## config.mk

```make
export PLATFORM = sky130hd
export DESIGN_NAME = sm_accumulator_flat
export DESIGN_NICKNAME = d
export VERILOG_FILES = /design/src/rtl/sm_pkg.sv /design/src/rtl/sm_accumulator_if.sv /design/src/rtl/tc_to_sm.sv /design/src/rtl/sm_accumulator.sv /design/src/flat_wrapper.sv
export SDC_FILE = /design/constraint.sdc
export NUM_CORES = 1
export LEC_CHECK = 0
export CAP_MARGIN = 20
export CORE_MARGIN = 2
export CORE_UTILIZATION = 55
export DETAILED_ROUTE_END_ITERATION = 10
export PLACE_DENSITY = 0.84
export SLEW_MARGIN = 10
export SYNTH_ARGS = -nofsm -noshare
export SYNTH_HDL_FRONTEND = slang
export SYNTH_HIERARCHICAL = 1
export SYNTH_SLANG_ARGS = --single-unit
```

## constraint.sdc

```tcl
create_clock -name clk -period 3.8 [get_ports clk]
set_clock_uncertainty 0.15 [all_clocks]
set_input_delay 0.76 -clock clk [delete_from_list [all_inputs] [get_ports clk]]
set_output_delay 0.76 -clock clk [all_outputs]
set_load 0.02 [all_outputs]
```

## src/rtl/sm_pkg.sv

```systemverilog
// Shared types and helpers for the sign-magnitude arithmetic chain.
package sm_pkg;

  localparam int unsigned SM_WIDTH = 4;
  localparam int unsigned SM_ACC_W = 8;

  typedef enum logic [1:0] {
    ACCUM   = 2'd0,
    CONVERT = 2'd1,
    HOLD    = 2'd2
  } sm_state_e;

  // Sign-magnitude to two's complement; negative zero decodes to +0.
  function automatic logic [31:0] sm_to_tc(input logic        sign,
                                           input logic [31:0] mag,
                                           input int unsigned width);
    logic [31:0] m;
    m = (width >= 32) ? mag : (mag & ((32'd1 << width) - 32'd1));
    return (sign && (m != 32'd0)) ? (32'd0 - m) : m;
  endfunction

endpackage

```

## src/rtl/sm_accumulator_if.sv

```systemverilog
// Sign-magnitude sample input and block-result output of the accumulator.
interface sm_accumulator_if
  import sm_pkg::*;
#(
  parameter int unsigned WIDTH = SM_WIDTH,
  parameter int unsigned ACC_W = SM_ACC_W
);

  logic             in_valid;
  logic             in_ready;
  logic             in_sign;
  logic [WIDTH-1:0] in_mag;
  logic             out_valid;
  logic             out_ready;
  logic             out_sign;
  logic [ACC_W-1:0] out_mag;
  logic             out_ovf;

  modport master (
    output in_valid, in_sign, in_mag, out_ready,
    input  in_ready, out_valid, out_sign, out_mag, out_ovf
  );

  modport slave (
    input  in_valid, in_sign, in_mag, out_ready,
    output in_ready, out_valid, out_sign, out_mag, out_ovf
  );

endinterface

```

## src/rtl/tc_to_sm.sv

```systemverilog
// Two's complement to sign-magnitude; zero is always reported as +0.
module tc_to_sm #(
  parameter int unsigned W = 8
) (
  input  logic [W-1:0] i_tc,
  output logic         o_sign_c,
  output logic [W-1:0] o_mag_c
);

  logic [W-1:0] w_mag;

  // The most negative value maps to 2^(W-1), which still fits in W bits.
  assign w_mag    = i_tc[W-1] ? W'(~i_tc + W'(1)) : i_tc;
  assign o_mag_c  = w_mag;
  assign o_sign_c = i_tc[W-1] & (w_mag != '0);

endmodule

```

## src/rtl/sm_accumulator.sv

```systemverilog
// Accumulates COUNT sign-magnitude samples and emits the block total as sign-magnitude.
// Build option: define SM_ACC_SATURATE_EN to clamp on overflow instead of wrapping.
module sm_accumulator
  import sm_pkg::*;
#(
  parameter int unsigned WIDTH = SM_WIDTH,
  parameter int unsigned ACC_W = SM_ACC_W,
  parameter int unsigned COUNT = 4
) (
  input  logic            clk,
  input  logic            rst_n,
  input  logic            clear,
  sm_accumulator_if.slave bus
);

  localparam int unsigned CNT_W = (COUNT > 1) ? $clog2(COUNT) : 1;
  localparam int unsigned SUM_W = ACC_W + 1;

  localparam logic [1:0] S_ACCUM   = ACCUM;
  localparam logic [1:0] S_CONVERT = CONVERT;
  localparam logic [1:0] S_HOLD    = HOLD;

  localparam logic [CNT_W-1:0] CNT_LAST = CNT_W'(COUNT - 1);
  localparam logic [ACC_W-1:0] SAT_POS  = {1'b0, {(ACC_W-1){1'b1}}};
  localparam logic [ACC_W-1:0] SAT_NEG  = ACC_W'(~SAT_POS + ACC_W'(1));

  logic [1:0]       r_state;
  logic [ACC_W-1:0] r_acc;
  logic [CNT_W-1:0] r_cnt;
  logic             r_ovf;
  logic             r_in_ready;
  logic             r_out_valid;
  logic             r_out_sign;
  logic [ACC_W-1:0] r_out_mag;
  logic             r_out_ovf;

  logic [1:0]       w_state_nxt;
  logic [ACC_W-1:0] w_acc_nxt;
  logic [CNT_W-1:0] w_cnt_nxt;
  logic             w_ovf_nxt;
  logic             w_in_ready_nxt;
  logic             w_out_valid_nxt;
  logic             w_out_sign_nxt;
  logic [ACC_W-1:0] w_out_mag_nxt;
  logic             w_out_ovf_nxt;

  logic             w_in_xfer;
  logic [SUM_W-1:0] w_term;
  logic [SUM_W-1:0] w_sum;
  logic             w_sum_ovf;
  logic [ACC_W-1:0] w_acc_step;
  logic             w_cv_sign;
  logic [ACC_W-1:0] w_cv_mag;

  assign w_in_xfer = bus.in_valid & r_in_ready;
  assign w_term    = SUM_W'(sm_to_tc(bus.in_sign, 32'(bus.in_mag), WIDTH));
  assign w_sum     = {r_acc[ACC_W-1], r_acc} + w_term;
  // Out of range exactly when the extra sign bit disagrees with the ACC_W sign bit.
  assign w_sum_ovf = w_sum[ACC_W] ^ w_sum[ACC_W-1];

`ifdef SM_ACC_SATURATE_EN
  assign w_acc_step = !w_sum_ovf    ? w_sum[ACC_W-1:0] :
                      w_sum[ACC_W]  ? SAT_NEG : SAT_POS;
`else
  assign w_acc_step = w_sum[ACC_W-1:0];
`endif

  tc_to_sm #(.W(ACC_W)) u_tc_to_sm (
    .i_tc     (r_acc),
    .o_sign_c (w_cv_sign),
    .o_mag_c  (w_cv_mag)
  );

  // Next-state and registered-output logic; clear overrides every handshake.
  always_comb begin
    w_state_nxt     = r_state;
    w_acc_nxt       = r_acc;
    w_cnt_nxt       = r_cnt;
    w_ovf_nxt       = r_ovf;
    w_out_valid_nxt = r_out_valid;
    w_out_sign_nxt  = r_out_sign;
    w_out_mag_nxt   = r_out_mag;
    w_out_ovf_nxt   = r_out_ovf;

    case (r_state)
      S_ACCUM: begin
        if (w_in_xfer) begin
          w_acc_nxt = w_acc_step;
          w_ovf_nxt = r_ovf | w_sum_ovf;
          if (r_cnt == CNT_LAST) begin
            w_cnt_nxt   = '0;
            w_state_nxt = S_CONVERT;
          end else begin
            w_cnt_nxt = r_cnt + CNT_W'(1);
          end
        end
      end
      S_CONVERT: begin
        w_out_sign_nxt  = w_cv_sign;
        w_out_mag_nxt   = w_cv_mag;
        w_out_ovf_nxt   = r_ovf;
        w_out_valid_nxt = 1'b1;
        w_state_nxt     = S_HOLD;
      end
      S_HOLD: begin
        if (bus.out_ready) begin
          w_acc_nxt       = '0;
          w_cnt_nxt       = '0;
          w_ovf_nxt       = 1'b0;
          w_out_valid_nxt = 1'b0;
          w_state_nxt     = S_ACCUM;
        end
      end
      default: begin
        w_acc_nxt       = '0;
        w_cnt_nxt       = '0;
        w_ovf_nxt       = 1'b0;
        w_out_valid_nxt = 1'b0;
        w_state_nxt     = S_ACCUM;
      end
    endcase

    if (clear) begin
      w_acc_nxt       = '0;
      w_cnt_nxt       = '0;
      w_ovf_nxt       = 1'b0;
      w_out_valid_nxt = 1'b0;
      w_state_nxt     = S_ACCUM;
    end
  end

  assign w_in_ready_nxt = (w_state_nxt == S_ACCUM);

  always_ff @(posedge clk or negedge rst_n) begin
    if (!rst_n) begin
      r_state     <= S_ACCUM;
      r_acc       <= '0;
      r_cnt       <= '0;
      r_ovf       <= 1'b0;
      r_in_ready  <= 1'b0;
      r_out_valid <= 1'b0;
      r_out_sign  <= 1'b0;
      r_out_mag   <= '0;
      r_out_ovf   <= 1'b0;
    end else begin
      r_state     <= w_state_nxt;
      r_acc       <= w_acc_nxt;
      r_cnt       <= w_cnt_nxt;
      r_ovf       <= w_ovf_nxt;
      r_in_ready  <= w_in_ready_nxt;
      r_out_valid <= w_out_valid_nxt;
      r_out_sign  <= w_out_sign_nxt;
      r_out_mag   <= w_out_mag_nxt;
      r_out_ovf   <= w_out_ovf_nxt;
    end
  end

  assign bus.in_ready  = r_in_ready;
  assign bus.out_valid = r_out_valid;
  assign bus.out_sign  = r_out_sign;
  assign bus.out_mag   = r_out_mag;
  assign bus.out_ovf   = r_out_ovf;

endmodule

```

## src/flat_wrapper.sv

```systemverilog
// flat-port wrapper written by rule: the top's interface ports become plain ports
module sm_accumulator_flat import sm_pkg::*;
#(
  parameter int unsigned WIDTH = SM_WIDTH,
  parameter int unsigned ACC_W = SM_ACC_W,
  parameter int unsigned COUNT = 4
)
  (clk, rst_n, clear, bus_in_valid, bus_in_sign, bus_in_mag, bus_out_ready, bus_in_ready, bus_out_valid, bus_out_sign, bus_out_mag, bus_out_ovf);
  sm_accumulator_if #(.WIDTH(WIDTH), .ACC_W(ACC_W)) bus_i ();
  input  logic clk;
  input  logic rst_n;
  input  logic clear;
  input wire logic [$bits(bus_i.in_valid)-1:0] bus_in_valid;
  input wire logic [$bits(bus_i.in_sign)-1:0] bus_in_sign;
  input wire logic [$bits(bus_i.in_mag)-1:0] bus_in_mag;
  input wire logic [$bits(bus_i.out_ready)-1:0] bus_out_ready;
  output wire logic [$bits(bus_i.in_ready)-1:0] bus_in_ready;
  output wire logic [$bits(bus_i.out_valid)-1:0] bus_out_valid;
  output wire logic [$bits(bus_i.out_sign)-1:0] bus_out_sign;
  output wire logic [$bits(bus_i.out_mag)-1:0] bus_out_mag;
  output wire logic [$bits(bus_i.out_ovf)-1:0] bus_out_ovf;
  assign bus_i.in_valid = bus_in_valid;
  assign bus_i.in_sign = bus_in_sign;
  assign bus_i.in_mag = bus_in_mag;
  assign bus_i.out_ready = bus_out_ready;
  assign bus_in_ready = bus_i.in_ready;
  assign bus_out_valid = bus_i.out_valid;
  assign bus_out_sign = bus_i.out_sign;
  assign bus_out_mag = bus_i.out_mag;
  assign bus_out_ovf = bus_i.out_ovf;
  sm_accumulator #(.WIDTH(WIDTH), .ACC_W(ACC_W), .COUNT(COUNT)) u_core (.clk(clk), .rst_n(rst_n), .clear(clear), .bus(bus_i));
endmodule
```

==> reports/metrics.yaml, run 1 <==
sta:
  setup_viol: 0
  worstMarginPinSlew_ns: 0.6823
  period_share: 0.9215
  maxSlewViolCount: 0
  fmax_mhz: 285.6
  rsz0062_at_grt: "no"
  finalHoldViolCount: 0
  relSlewSlack: 0.5427
  fin_tns_setup_ns: 0
  min_period_ns: 3.502
global_route:
  antenna_found_initial: 0
  grtUsageMet1: 0.2679
  gr-usage-met2: 0.3653
  gr-total-overflow: 0
  grt_first_pass_wirelength_um: 5478
  grt_max_degree: 26
  grt_use_total: 0.2099
  grt-busiest-layer: "met2"
  grt_pass1_vias: 1243
  grt_util_met3: 0.01786
floorplan:
  pin_count: 22
  dieWidth_um: 57.63
  die_area_um2: 3321
  rows: 19
  core_area_um2: 2734
  start_util: 0.5785
  die_h_um: 57.63
flow_run:
  maxCapViolCount: 0
critical_path:
  cp_cell_sequence: "clkdlybuf4s50_1 -> inv_1 -> ha_1 -> a21boi_0 -> buf_4 -> nand2_1 -> o21ai_0 -> ha_1 -> a211oi_1 -> o21bai_1 -> a21oi_1 -> xnor2_1 -> a22o_1"
  cp.depth: 13
  startpoint: "bus_in_mag[0]"
  timing.rr.end: "u_core/r_ovf$_DFFE_PN0P_"
  path_buf_inv: 3
  r2r_slack_ns: 1.40
  arrival_ns: 3.59
  path_max_fanout: 6
  crit_path_top_delay_cell: "clkdlybuf4s50_1"
  setup.worst_path.start_class: "input pin"
  end_kind: "flop"
  worstSetupPathType: "input pin to flop"
  path_common_cell: "ha_1"
  cp-endpoint: "u_core/r_acc[5]$_DFFE_PN0P_"
  rr_startpoint: "u_core/r_acc[0]$_DFFE_PN0P_"
  max_stage_delay_ns: 0.51
  critical_path.top_delay_family: "compound AO/OA/AOI/OAI gates"
  ff2ff_path_depth: 7
  required_ns: 3.88
placed_design:
  dp_hpwl_um: 2450
  portBuffers: 21
  dpl_cell_area_um2: 1808
  place.gp.congestion: 0.8568
  dp_cells: 201
routing:
  vias: 1260
  ant_nets: 0
  drt_iter0_markers: 36
  viasPerCell: 6.117
  routed_wl_um: 3088
  wl_per_cell_um: 14.99
  drc_errors: 0
  drtPass1Iterations: 7
power:
  p_per_area_nw_per_um2: 674.0
  p_leak_nw: 0.8493
  vdd_drop_max_v: 0.0004331
  power_mw: 1.257
finish:
  finalCoreUtilization: 0.6824
  instances_no_fill: 206
  area_growth_pct: 17.96
  finalInstanceArea_um2: 1866
  nets: 198
  drive_gt1_frac: 0.1257
  antenna_cells: 0
logic_synthesis:
  ys_warn_count: 6
  yosys-top-cells-area: "dfrtp_1 40%, ha_1 8.7%, mux2_2 7.1%"
  avgSynthCellArea_um2: 10.34
  synth_most_common_cell: "dfrtp_1"
  ys.flop_type: "dfrtp_1"
  syn_inst: 153
  ys_async_sr_fraction: 1.000
  synth_area_um2: 1582
  yosys.area.top_type: "dfrtp_1"
  synth_top_area_share: 0.3956
  synth_edf_count: 0
  synth_nets: 175
  ys_seq_area_frac: 0.3956
  synth_cell_types: 37
  synth-seq-cells: 25
  synth_common_cells: "25 x dfrtp_1, 13 x nor2_1, 11 x ha_1, 11 x nand2_1"
cts:
  cts-hold-fix-buffers: 0
  root_buffer: "clkbuf_4"
  insertion_delay_ns: 0.33
  clock-sinks: 25
  numCtsBuffers: 3
  htreeDepth: 1
  clkTransAtPathRegs_ns: 0.15
  cts_tree: "done"
  cts_repair_resize_count: 0
  post-cts-setup-buffers: 0
  clock_path_buffers: 2
run_status:
  outcome: "completed"
hold_path:
  hold_class: "flop to flop"
-- where the power goes --
| part | total, mW | internal (mW) | switching, mW | leakage, nW |
|---|---|---|---|---|
| Clock | 0.123 | 0.0403 | 0.0827 | 0.0139 |
| Sequential | 0.470 | 0.351 | 0.119 | 0.327 |
| Combinational | 0.664 | 0.342 | 0.322 | 0.508 |
| Total | 1.26 | 0.734 | 0.524 | 0.849 |
-- layout by cell type (no fill, tap or decap), types with 2 or more instances in the layout --
cell type	netlist	final
nand3_1	5	5
o211ai_1	2	2
o21a_1	2	2
clkbuf_4	0	3
xnor2_1	10	10
o21bai_1	2	2
nand2b_1	3	3
nor2_1	13	13
clkdlybuf4s50_1	0	21
o31ai_1	2	2
a22o_1	9	9
a21oi_1	4	4
o21ai_0	9	9
nand2_1	11	11
inv_1	6	6
mux2_2	10	10
a211oi_1	4	4
dfrtp_1	25	25
ha_1	11	11
a21o_1	4	4
buf_4	1	2
-- flip-flops by register name (all words and copies together), names as in the netlist --
| register | count |
|---|---|
| u_core/bus.in_ready | 1 |
| u_core/bus.out_mag | 8 |
| u_core/bus.out_ovf | 1 |
| u_core/bus.out_sign | 1 |
| u_core/bus.out_valid | 1 |
| u_core/r_acc | 8 |
| u_core/r_cnt | 2 |
| u_core/r_ovf | 1 |
| u_core/r_state | 2 |
-- metal layers --
metal	wire [um]	vias to the layer above
li1	-	603
met1	1324	619
met2	1584	32
met3	120	6
met4	59	0
met5	0	-
-- worst register-to-register path, delay by kind of cell (launching register included) --
family / cells / cell delay (ns)
adders and majority gates: 2 / 0.72
DFF: 1 / 0.48
and+or+nand+nor: 2 / 0.20
AOI/OAI and AO/OA: 3 / 0.76
-- kinds of logic (layout without fill, tap and decap cells) --
| kind of cell | after synthesis | in the layout | share of synthesized area |
|---|---|---|---|
| DFF | 25 | 25 | 0.3956 |
| adders and majority gates | 12 | 12 | 0.09968 |
| AOI/OAI and AO/OA | 44 | 44 | 0.2104 |
| muxes | 10 | 10 | 0.07120 |
| and+or+nand+nor | 39 | 39 | 0.1242 |
| buffers and inverters | 12 | 34 | 0.03797 |
| xor gates and xnor gates | 11 | 11 | 0.06092 |
-- final cells by class --
| cell class | count | area, um^2 |
|---|---|---|
| clock buffers | 3 | 22.52 |
| clock inverters | 1 | 7.507 |
| fillers | 217 | 868.3 |
| inverters | 6 | 22.52 |
| multi-input cells | 116 | 895.9 |
| flip-flops and latches | 25 | 625.6 |
| well taps | 31 | 38.79 |
| repair buffers | 24 | 252.7 |
-- worst min path at each step --
stage / startpoint / to / slack [ns] / depth (start not counted)
after global placement: u_core/bus.out_valid$_DFFE_PN0P_ / u_core/bus.out_valid$_DFFE_PN0P_ / 0.32 / 1
after CTS: u_core/bus.out_valid$_DFFE_PN0P_ / u_core/bus.out_valid$_DFFE_PN0P_ / 0.36 / 1
after global routing: u_core/bus.out_valid$_DFFE_PN0P_ / u_core/bus.out_valid$_DFFE_PN0P_ / 0.39 / 1
after detailed placement: u_core/bus.out_valid$_DFFE_PN0P_ / u_core/bus.out_valid$_DFFE_PN0P_ / 0.33 / 1
after floorplan: rst_n / u_core/bus.in_ready$_DFF_PN0_ / 0.31 / 0
final: u_core/bus.out_valid$_DFFE_PN0P_ / u_core/bus.out_valid$_DFFE_PN0P_ / 0.35 / 1
-- metrics by stage --
| stage | setup slack, ns | hold slack, ns |
|---|---|---|
| after floorplan | 0.5347 | 0.3144 |
| after global placement | 0.2038 | 0.3184 |
| after detailed placement | -0.05567 | 0.3255 |
| final | 0.2984 | 0.3532 |
| after CTS | 0.3067 | 0.3575 |
| after global routing | 0.04690 | 0.3852 |
No activity file was read; power rests on OpenSTA's default activity.
==> run 2: changes to the inputs <==
- CORE_MARGIN: 2 -> unset
- CORE_UTILIZATION: 55 -> 53
- PLACE_DENSITY: 0.84 -> 0.82
- RECOVER_POWER: unset -> 50
==> reports/metrics.yaml, run 2 (synthesized netlist as in run 1, its figures left out) <==
run_status:
  outcome: "completed"
finish:
  instances_no_fill: 205  # -0.49%
  finalCoreUtilization: 0.6568  # -0.02561
  drive_gt1_frac: 0.1149  # -0.01077
  fillCellCount: 239  # +10%
  antenna_cells: 0  # unchanged
  mostFrequentLayoutCells: "25 x dfrtp_1, 19 x clkdlybuf4s50_1, 13 x nor2_1"
  finalInstanceArea_um2: 1827  # -2.1%
  nets: 197  # -0.51%
  area_growth_pct: 15.51
  final_common_cell: "dfrtp_1"
critical_path:
  startpoint: "bus_in_mag[0]"
  rr_startpoint: "u_core/r_acc[0]$_DFFE_PN0P_"
  timing.rr.end: "u_core/r_ovf$_DFFE_PN0P_"
  r2r_slack_ns: 1.44  # +0.04 ns
  required_ns: 3.86  # -0.02 ns
  setup.worst_path.start_class: "input pin"
  worstSetupPathType: "input pin to flop"
  end_kind: "flop"
  cp-endpoint: "u_core/r_acc[5]$_DFFE_PN0P_"
  ff2ff_path_depth: 7  # unchanged
  path_max_fanout: 6  # unchanged
  arrival_ns: 3.51  # -0.08 ns
cts:
  htreeDepth: 1  # unchanged
  clkTransAtPathRegs_ns: 0.13  # -0.02 ns
  post-cts-setup-buffers: 0  # unchanged
  clock-sinks: 25  # unchanged
  clock_path_buffers: 2  # unchanged
  insertion_delay_ns: 0.31  # -0.02 ns
  numCtsBuffers: 3  # unchanged
  root_buffer: "clkbuf_4"
  cts-hold-fix-buffers: 0  # unchanged
  cts_repair_resize_count: 0  # unchanged
  cts_tree: "done"
routing:
  wl_per_cell_um: 14.80  # -1.3%
  drc_errors: 0  # unchanged
  drtPass1Iterations: 4  # -3
  ant_nets: 0  # unchanged
  vias: 1230  # -2.4%
  viasPerCell: 6.000  # -1.9%
  drt_iter0_markers: 31  # -14%
  routed_wl_um: 3033  # -1.8%
sta:
  whs_ns: 0.3566  # +0.003455 ns
  maxSlewViolCount: 0  # unchanged
  period_share: 0.9089  # -0.01260
  worstMarginPinSlew_ns: 1.272  # +0.5896 ns
  fin_tns_setup_ns: 0  # unchanged
  finalHoldViolCount: 0  # unchanged
  setup_viol: 0  # unchanged
  fin_ws_ns: 0.3463  # +0.04787 ns
  relSlewSlack: 0.1521  # -0.3906
  fmax_mhz: 289.5  # +1.4%
  min_period_ns: 3.454  # -0.04787 ns
  rsz0062_at_grt: "no"
floorplan:
  die_h_um: 56.63  # -1.7%
  die_area_um2: 3206  # -3.4%
  rows: 19  # unchanged
  start_util: 0.5686  # -0.009889
  pin_count: 22  # unchanged
  core_area_um2: 2781  # +1.7%
  dieWidth_um: 56.63  # -1.7%
power:
  pwr-share-seq: 0.378  # +0.004
  power_mw: 1.245  # -1.0%
  p_per_area_nw_per_um2: 681.3  # +1.1%
  switching_share: 0.4170  # +0.0004676
  p_clk_frac: 0.094  # -0.004
  power_switching_mw: 0.5190  # -0.91%
  intPower_mw: 0.7255  # -1.1%
  vdd_drop_max_v: 0.0004913  # +13%
  p_comb_frac: 0.528  # about the same
  p_leak_nw: 0.8339  # -1.8%
placed_design:
  portBuffers: 21  # unchanged
  dp_hpwl_um: 2370  # -3.3%
  dp_cells: 201  # unchanged
  dpl_worst_slack_ns: 0.04184  # +0.09752 ns
  dpl_cell_area_um2: 1808  # unchanged
  place.gp.congestion: 0.9085  # +6.0%
hold_path:
  hold_class: "flop to flop"
global_route:
  grt_first_pass_wirelength_um: 5285  # -3.5%
  grt_use_total: 0.2070  # -0.002805
  grt_max_degree: 26  # unchanged
  grt_pass1_vias: 1172  # -5.7%
  antenna_found_initial: 0  # unchanged
  gr-total-overflow: 0  # unchanged
flow_run:
  maxCapViolCount: 0  # unchanged
-- run 2: cell count changes in the layout (fill, tap and decap cells not counted) --
cell,change
clkdlybuf4s50_1,-2
dlygate4sd3_1,+1
or3_1,+1
clkbuf_1,+1
buf_16,-1
or3_4,-1
-- run 2: how the worst min path moves through the flow --
| stage | start | endpoint | slack (ns) | cells after the start |
|---|---|---|---|---|
| after floorplan | rst_n | u_core/bus.in_ready$_DFF_PN0_ | 0.31 | 0 |
| after global placement | u_core/bus.out_valid$_DFFE_PN0P_ | u_core/bus.out_valid$_DFFE_PN0P_ | 0.32 | 1 |
| after detailed placement | u_core/bus.out_valid$_DFFE_PN0P_ | u_core/bus.out_valid$_DFFE_PN0P_ | 0.33 | 1 |
| after CTS | u_core/bus.out_valid$_DFFE_PN0P_ | u_core/bus.out_valid$_DFFE_PN0P_ | 0.36 | 1 |
| after global routing | u_core/bus.out_valid$_DFFE_PN0P_ | u_core/bus.out_valid$_DFFE_PN0P_ | 0.39 | 1 |
| final | u_core/bus.out_valid$_DFFE_PN0P_ | u_core/bus.out_valid$_DFFE_PN0P_ | 0.36 | 1 |
-- run 2: critical path: stages --
cell	delay, ns
clkdlybuf4s50_1	0.51
inv_1	0.06
ha_1	0.20
a21boi_0	0.24
buf_4	0.20
nand2_1	0.05
o21ai_0	0.14
ha_1	0.31
a211oi_1	0.44
o21bai_1	0.14
a21oi_1	0.20
xnor2_1	0.08
a22o_1	0.20
-- run 2: cell type report --
class | count | area [um^2] | share of cell area
clock buffer | 3 | 22.52 | 0.01233
clock inverter | 1 | 7.507 | 0.004110
inverter | 6 | 22.52 | 0.01233
multi-input combinational | 116 | 890.9 | 0.4877
sequential | 25 | 625.6 | 0.3425
tap | 31 | 38.79 | 0.02123
timing repair buffer | 23 | 219.0 | 0.1199
-- run 2: per-layer routing --
layer / GRT usage / vias to the layer above / part of all wire
li1: - / 599 / -
met2: 0.3445 / 32 / 0.49
met4: 0.07317 / 0 / 0.010
met3: 0.01613 / 4 / 0.035
met5: 0 / - / 0
met1: 0.2832 / 595 / 0.46
-- run 2: power groups by stage --
stage	sequential (mW)	combinational, mW	clock, mW
after global routing	0.490	0.720	0.131
after CTS	0.470	0.659	0.121
after detailed placement	0.477	0.656	0
final	0.471	0.657	0.117
after global placement	0.467	0.632	0
after floorplan	0.485	0.442	0
